<file path="src/rtl/immediate_generator_pkg.sv">
`default_nettype none
// ============================================================================
//  Module   : immediate_generator_pkg
//  Brief    : Opcode constants, immediate class enum and opcode classifier
//             shared by the immediate generator and its extender.
//  Revision : 1.0
// ============================================================================
package immediate_generator_pkg;

    // Opcodes are compared at this width so OPC_W may vary up to it.
    localparam int OPC_CMP_W = 8;

    localparam logic [OPC_CMP_W-1:0] OPC_PUSH = 8'h02;
    localparam logic [OPC_CMP_W-1:0] OPC_JNZ  = 8'h03;
    localparam logic [OPC_CMP_W-1:0] OPC_POP  = 8'h04;
    localparam logic [OPC_CMP_W-1:0] OPC_LI   = 8'h05;
    localparam logic [OPC_CMP_W-1:0] OPC_JMP  = 8'h0E;
    localparam logic [OPC_CMP_W-1:0] OPC_PFX  = 8'h0F;

    typedef enum logic [1:0] {
        CLS_NONE = 2'd0,
        CLS_UNS  = 2'd1,
        CLS_SGN  = 2'd2,
        CLS_PFX  = 2'd3
    } imm_cls_e;

    function automatic imm_cls_e classify(input logic [OPC_CMP_W-1:0] opc);
        imm_cls_e cls;
        case (opc)
            OPC_PFX:                   cls = CLS_PFX;
            OPC_JNZ, OPC_JMP:          cls = CLS_SGN;
            OPC_PUSH, OPC_POP, OPC_LI: cls = CLS_UNS;
            default:                   cls = CLS_NONE;
        endcase
        return cls;
    endfunction

endpackage
`default_nettype wire

</file>
<file path="src/rtl/immediate_generator_pfx_imm_extend.sv">
`default_nettype none
// ============================================================================
//  Module   : imm_extend
//  Brief    : Combinational zero/sign extender with optional prefix concat.
//  Revision : 1.0
// ============================================================================
module imm_extend
    import immediate_generator_pkg::*;
#(
    parameter int IMM_W  = 12,
    parameter int PFX_W  = 4,
    parameter int DATA_W = 16
) (
    input  logic [IMM_W-1:0]  i_field,
    input  logic [PFX_W-1:0]  i_prefix,
    input  imm_cls_e          i_cls,
    input  logic              i_use_prefix,
    output logic [DATA_W-1:0] o_value
);

    always_comb begin
        o_value = '0;
        case (i_cls)
            CLS_UNS, CLS_SGN: begin
                // A prefix supplies the upper bits verbatim, so no sign fill.
                if (i_use_prefix)
                    o_value = {i_prefix, i_field};
                else if (i_cls == CLS_SGN)
                    o_value = {{PFX_W{i_field[IMM_W-1]}}, i_field};
                else
                    o_value = {{PFX_W{1'b0}}, i_field};
            end
            default: o_value = '0;
        endcase
    end

endmodule
`default_nettype wire

</file>
<file path="src/rtl/immediate_generator_pfx.sv">
`default_nettype none
// ============================================================================
//  Module   : immediate_generator_pfx
//  Brief    : Registered immediate generator with PREFIX upper-bit support.
//  Revision : 1.0
// ============================================================================
module immediate_generator_pfx
    import immediate_generator_pkg::*;
#(
    parameter int INSTR_W = 16,
    parameter int OPC_W   = 4,
    parameter int DATA_W  = 16
) (
    input  logic               in_clk,
    input  logic               in_rst,
    input  logic [INSTR_W-1:0] in_instruction,
    input  logic               in_valid,
    input  logic               in_stall,
    output logic [DATA_W-1:0]  ot_immediate_output,
    output logic               ot_valid,
    output logic               ot_has_imm,
    output logic               ot_prefix_pending,
    output logic               ot_prefix_err
);

    localparam int IMM_W = INSTR_W - OPC_W;
    localparam int PFX_W = DATA_W - IMM_W;

    if ((DATA_W < INSTR_W) || (DATA_W > 2 * IMM_W)) begin : g_bad_data_w
        $error("immediate_generator_pfx: DATA_W outside INSTR_W..2*(INSTR_W-OPC_W)");
    end
    if (OPC_W > OPC_CMP_W) begin : g_bad_opc_w
        $error("immediate_generator_pfx: OPC_W wider than package opcode width");
    end

    logic [OPC_W-1:0]  w_opcode;
    logic [IMM_W-1:0]  w_field;
    imm_cls_e          w_cls;
    logic [DATA_W-1:0] w_ext_value;
    logic              w_accept;

    logic [PFX_W-1:0]  r_prefix;
    logic              r_pending;
    logic [DATA_W-1:0] r_value;
    logic              r_valid;
    logic              r_has_imm;
    logic              r_prefix_err;

    assign w_opcode = in_instruction[OPC_W-1:0];
    assign w_field  = in_instruction[INSTR_W-1:OPC_W];
    assign w_cls    = classify(OPC_CMP_W'(w_opcode));
    assign w_accept = in_valid & ~in_stall;

    imm_extend #(
        .IMM_W  (IMM_W),
        .PFX_W  (PFX_W),
        .DATA_W (DATA_W)
    ) u_imm_extend (
        .i_field      (w_field),
        .i_prefix     (r_prefix),
        .i_cls        (w_cls),
        .i_use_prefix (r_pending),
        .o_value      (w_ext_value)
    );

    always_ff @(posedge in_clk) begin
        if (in_rst) begin
            r_prefix     <= '0;
            r_pending    <= 1'b0;
            r_value      <= '0;
            r_valid      <= 1'b0;
            r_has_imm    <= 1'b0;
            r_prefix_err <= 1'b0;
        end else if (in_stall) begin
            r_prefix_err <= 1'b0;
        end else if (w_accept) begin
            if (w_cls == CLS_PFX) begin
                // Value and has_imm keep describing the last real result.
                r_prefix     <= w_field[PFX_W-1:0];
                r_pending    <= 1'b1;
                r_valid      <= 1'b0;
                r_prefix_err <= r_pending;
            end else begin
                r_value      <= w_ext_value;
                r_valid      <= 1'b1;
                r_has_imm    <= (w_cls != CLS_NONE);
                r_pending    <= 1'b0;
                r_prefix_err <= r_pending & (w_cls == CLS_NONE);
            end
        end else begin
            r_valid      <= 1'b0;
            r_prefix_err <= 1'b0;
        end
    end

    assign ot_immediate_output = r_value;
    assign ot_valid            = r_valid;
    assign ot_has_imm          = r_has_imm;
    assign ot_prefix_pending   = r_pending;
    assign ot_prefix_err       = r_prefix_err;

endmodule
`default_nettype wire

</file>
<file path="config.mk">
export PLATFORM = sky130hd
export DESIGN_NAME = immediate_generator_pfx
export DESIGN_NICKNAME = d
export VERILOG_FILES = /design/src/rtl/immediate_generator_pkg.sv /design/src/rtl/immediate_generator_pfx_imm_extend.sv /design/src/rtl/immediate_generator_pfx.sv
export SDC_FILE = /design/constraint.sdc
export NUM_CORES = 1
export LEC_CHECK = 0
export BUFFER_PORTS_ARGS = -buffer_cell sky130_fd_sc_hd__buf_2
export CORE_ASPECT_RATIO = 0.7
export CORE_MARGIN = 3
export CORE_UTILIZATION = 46
export CTS_CLUSTER_DIAMETER = 200
export CTS_CLUSTER_SIZE = 12
export DETAILED_ROUTE_END_ITERATION = 12
export GPL_TIMING_DRIVEN = 0
export PLACE_DENSITY = 0.77
export SYNTH_ARGS = -nofsm -noshare
export SYNTH_HDL_FRONTEND = slang
export SYNTH_SLANG_ARGS = --single-unit
</file>
<file path="constraint.sdc">
create_clock -name in_clk -period 2.57 [get_ports in_clk]
set_input_delay 0.257 -clock in_clk [delete_from_list [all_inputs] [get_ports in_clk]]
set_output_delay 0.257 -clock in_clk [all_outputs]
set_load 0.05 [all_outputs]
</file>
==> impl_results.html <==
<table>
<tr><th>Metric</th><th>Value</th></tr>
<tr><th colspan="2">Yosys</th></tr>
<tr><td>Yosys warning total</td><td>0</td></tr>
<tr><td>Share of the synthesized netlist area taken by xor and xnor gates</td><td>less than 1%</td></tr>
<tr><td>Simple-gate area share of the yosys netlist</td><td>about 16%</td></tr>
<tr><td>Unique masters post-synth</td><td>32</td></tr>
<tr><td>Proportion of synthesized area in mux cells</td><td>4.17%</td></tr>
<tr><td>Number of cells produced by synthesis</td><td>85</td></tr>
<tr><td>Adder and majority cell fraction of the synthesized area</td><td>1.30%</td></tr>
<tr><td>Synthesized netlist net count</td><td>106</td></tr>
<tr><td>Portion of the post-synthesis area used by sequential elements</td><td>between 50% and 60%</td></tr>
<tr><td>Largest family of logic cells by synthesized area</td><td>compound AO/OA/AOI/OAI gates</td></tr>
<tr><td>Mean Syn Cell Area</td><td>11.3 um^2</td></tr>
<tr><td>Number of synthesized register bits</td><td>24</td></tr>
<tr><td>Compound-cell area share of the yosys netlist</td><td>about a quarter</td></tr>
<tr><td>Netlist area before placement</td><td>961 um^2</td></tr>
<tr><th colspan="2">Hold path</th></tr>
<tr><td>Worst hold path stage count</td><td>2</td></tr>
<tr><td>Class of the worst hold path</td><td>input pin to flip-flop</td></tr>
<tr><td>Launch instance of the worst min-delay path</td><td>in_instruction[8]</td></tr>
<tr><td>Worst min-delay path endpoint</td><td>ot_immediate_output[4]</td></tr>
<tr><th colspan="2">Critical path</th></tr>
<tr><td>Family with the most delay on the worst path</td><td>simple AND/OR/NAND/NOR gates</td></tr>
<tr><td>Critical path cell sequence</td><td>buf_2 &gt; or3b_4 &gt; a21boi_0 &gt; ha_1 &gt; nor3b_2 &gt; nor2_1 &gt; buf_2 &gt; a22o_1</td></tr>
<tr><td>Req. time, crit path</td><td>approximately 2.8 ns</td></tr>
<tr><td>Worst EP arrival</td><td>between 2 and 2.5 ns</td></tr>
<tr><td>Endpoint class of the critical path</td><td>flip-flop</td></tr>
<tr><td>Top fanout value on the critical path</td><td>10</td></tr>
<tr><td>Length in cells of the worst reg-to-reg path</td><td>3</td></tr>
<tr><td>Cell with the largest stage delay on the worst path</td><td>sky130_fd_sc_hd__or3b_4</td></tr>
<tr><td>Startpoint of the worst-slack reg-to-reg timing path</td><td>ot_prefix_pending</td></tr>
<tr><td>End of the worst register-to-register path</td><td>ot_immediate_output[14]</td></tr>
<tr><td>Crit Path Class</td><td>input pin to flip-flop</td></tr>
<tr><td>Most frequent CP cell</td><td>sky130_fd_sc_hd__buf_2</td></tr>
<tr><td>Critical Path Start Type</td><td>input pin</td></tr>
<tr><td>Setup slack on the worst flop-to-flop path</td><td>about 1.3 ns</td></tr>
<tr><td>Crit path buf inv count</td><td>2</td></tr>
<tr><td>Stage delay of the slowest cell on the critical path</td><td>roughly 0.4 ns</td></tr>
<tr><th colspan="2">Routing</th></tr>
<tr><td>DRT iter0 DRCs</td><td>35</td></tr>
<tr><td>Antenna-violating nets left</td><td>0</td></tr>
<tr><td>Detailed-route vias per instance</td><td>~5</td></tr>
<tr><td>Total Wirelength</td><td>about 2000 um</td></tr>
<tr><td>Post-DR wirelength/cell</td><td>around 14 um</td></tr>
<tr><td>1st-pass router iterations</td><td>4</td></tr>
<tr><td>Number of vias in the routed layout</td><td>around 760</td></tr>
<tr><td>Post-detailed-route DRC marker count</td><td>0</td></tr>
<tr><th colspan="2">Floorplan</th></tr>
<tr><td>Die extent in x</td><td>60.6 um</td></tr>
<tr><td>IO Pins</td><td>40</td></tr>
<tr><td>Core region area</td><td>0.00192 mm^2</td></tr>
<tr><td>Starting density of the core</td><td>~50%</td></tr>
<tr><td>Number of core rows</td><td>13</td></tr>
<tr><td>Die H</td><td>around 44 um</td></tr>
<tr><td>Die Area</td><td>about 0.0027 mm^2</td></tr>
<tr><th colspan="2">GRT</th></tr>
<tr><td>Global-route wire length before repair</td><td>about 3200 um</td></tr>
<tr><td>Overall global routing resource usage</td><td>between 10% and 20%</td></tr>
<tr><td>Total global routing overflow</td><td>0</td></tr>
<tr><td>Maximum number of pins on one net before global-route repair</td><td>14</td></tr>
<tr><td>Initial antenna violation count</td><td>0</td></tr>
<tr><td>Vias in the first global route</td><td>a little under 700</td></tr>
<tr><th colspan="2">Placed design</th></tr>
<tr><td>Worst setup timing slack at the placement stage</td><td>0.294 ns</td></tr>
<tr><td>Final RePlAce weighted congestion</td><td>about 0.8</td></tr>
<tr><td>Port buffer count</td><td>38</td></tr>
<tr><td>Post-DP HPWL</td><td>approximately 1600 um</td></tr>
<tr><th colspan="2">Cells and area</th></tr>
<tr><td>Leading cell types in the layout, fill and taps excluded</td><td>sky130_fd_sc_hd__buf_2, sky130_fd_sc_hd__dfxtp_1, sky130_fd_sc_hd__a22o_1</td></tr>
<tr><td>Most frequent standard cell in the layout excluding fill and tap cells</td><td>sky130_fd_sc_hd__buf_2</td></tr>
<tr><td>ANT cells</td><td>0</td></tr>
<tr><td>Syn-to-layout area delta</td><td>26.4%</td></tr>
<tr><td>Fraction of final layout cells with drive strength greater than 1</td><td>roughly two fifths</td></tr>
<tr><td>Total number of nets in the final design</td><td>149</td></tr>
<tr><th colspan="2">CTS</th></tr>
<tr><td>Post-CTS setup-driven buffer insertion count</td><td>0</td></tr>
<tr><td>Number of buffers on the longest clock path</td><td>2</td></tr>
<tr><td>Clock Latency Late Sink</td><td>0.31 ns</td></tr>
<tr><td>Total number of H-tree levels</td><td>1</td></tr>
<tr><td>Number of sinks handled by clock tree synthesis</td><td>24</td></tr>
<tr><td>Clock transition at the registers of the reported paths</td><td>0.12 ns</td></tr>
<tr><td>TritonCTS Buffers</td><td>3</td></tr>
<tr><td>Post-cts repair resize count</td><td>0</td></tr>
<tr><td>Clock root cell</td><td>sky130_fd_sc_hd__clkbuf_4</td></tr>
<tr><td>CTS tree</td><td>built</td></tr>
<tr><td>Hold buffer count at CTS</td><td>0</td></tr>
<tr><th colspan="2">Pwr</th></tr>
<tr><td>Pwr/cell area</td><td>about 560 mW/mm^2</td></tr>
<tr><td>Static power due to leakage</td><td>0.000589 uW</td></tr>
<tr><td>Pwr Total</td><td>about 690 uW</td></tr>
<tr><td>Max VDD drop</td><td>around 0.45 mV</td></tr>
<tr><th colspan="2">Status</th></tr>
<tr><td>Result of the run</td><td>finished clean</td></tr>
<tr><th colspan="2">Timing</th></tr>
<tr><td>Clock Skew</td><td>between 0.002 and 0.0025 ns</td></tr>
<tr><td>Number of setup violations in the final report</td><td>0</td></tr>
<tr><td>Final count of hold timing violations</td><td>0</td></tr>
<tr><td>Count of final max-slew check failures</td><td>0</td></tr>
<tr><td>Max Freq</td><td>around 510 MHz</td></tr>
<tr><td>Final worst path period need</td><td>1.94 ns</td></tr>
<tr><td>Part of the cycle the worst path needs</td><td>roughly three quarters</td></tr>
<tr><td>Remaining max-slew budget at the tightest pin</td><td>between 60% and 70%</td></tr>
<tr><td>Summed negative setup slack over all endpoints</td><td>0 ns</td></tr>
<tr><td>Setup ws final</td><td>between 0.6 and 0.7 ns</td></tr>
<tr><td>RSZ-0062 raised after global routing</td><td>false</td></tr>
<tr><td>Worst-Margin Slew</td><td>approximately 0.48 ns</td></tr>
<tr><th colspan="2">Job</th></tr>
<tr><td>Number of maximum-capacitance constraint violations</td><td>0</td></tr>
</table>
==> stage by stage <==
stage | hold WS (ns) | instance area (um^2) | std cells | util, %
floorplan | 0.383 | 961 | 85 | -
global placement | 0.456 | 1180 | 145 | 61.4
detailed placement | 0.456 | 1180 | 145 | 61.4
CTS | 0.143 | 1210 | 149 | 63.3
global route | 0.132 | 1210 | 149 | 63.3
finish | 0.144 | 1210 | 149 | 63.3
==> routing by layer <==
| layer | GRT usage, % | wire length [um] | up-vias | part of all wire, % |
|---|---|---|---|---|
| met3 | 4.37 | 68 | 3 | 3.4 |
| met2 | 25.4 | 918 | 16 | 45 |
| met5 | 0 | 0 | - | 0 |
| met4 | 3.90 | 10 | 0 | 0.49 |
| met1 | 22.3 | 1020 | 344 | 51 |
| li1 | - | - | 401 | - |
==> registers in the layout, indices dropped and copies added (netlist names) <==
name and count:
ot_prefix_err 1, ot_has_imm 1, ot_valid 1, ot_immediate_output 16
r_prefix 4, ot_prefix_pending 1
==> report_power, final <==
| part | leakage, uW | internal (uW) | total (uW) | switching [uW] |
|---|---|---|---|---|
| clock network | 0.0000210 | 86.6 | 194 | 108 |
| logic | 0.000373 | 37.6 | 106 | 68.3 |
| registers | 0.000194 | 381 | 386 | 4.70 |
| total | 0.000589 | 505 | 686 | 181 |
==> worst max-delay path by stage <==
stage                                    to  cells after the start              start  slack [ns]
finish               ot_immediate_output[5]                      8  in_instruction[3]        0.63
global route         ot_immediate_output[7]                      8  in_instruction[3]        0.44
CTS                  ot_immediate_output[7]                      8  in_instruction[3]        0.63
detailed placement   ot_immediate_output[7]                      8  in_instruction[3]        0.29
global placement     ot_immediate_output[3]                      8  in_instruction[3]        0.33
floorplan           ot_immediate_output[10]                      8  in_instruction[2]        0.53
==> kinds of logic after synthesis <==
logic type	Yosys count
fa+ha+maj	1
compound gates	26
xor+xnor	1
flops	24
buf+inv	6
simple gates	23
mux	4
==> synthesized netlist by cell type, drive strengths merged <==
cell	instances	area, um^2
o21bai	1	7.51
clkbuf	1	3.75
dfxtp	24	480
a21boi	1	7.51
nand4bb	1	11.3
a221o	4	42.5
ha	1	12.5
o2bb2ai	1	8.76
nand3	2	10.0
o21ai	3	15.0
or2b	1	7.51
nor2	6	22.5
nand2b	1	6.26
inv	2	7.51
a22o	11	96.3
or3b	2	20.0
and3	1	7.51
nor3b	3	32.5
nand2	1	3.75
xnor2	1	8.76
nand3b	3	22.5
a21oi	3	15.0
mux2i	4	40.0
a2111oi	1	27.5
o21ba	1	10.0
nor3	2	10.0
buf	3	23.8
==> worst reg2reg max path, delay by kind of cell (launching register included) <==
family,cells,cell delay (ns)
DFF,1,0.39
and+or+nand+nor,2,0.60
AOI/OAI and AO/OA,1,0.23
==> final cells by class <==
cell class                 count  area, um^2
tap                           22        27.5
clock buffer                   4        36.3
inverter                       2        7.51
buffer                         4        27.5
multi-input combinational     55         445
timing repair buffer          38         190
sequential                    24         480
fill                         162         704
No activity file was read; power rests on OpenSTA's default activity.
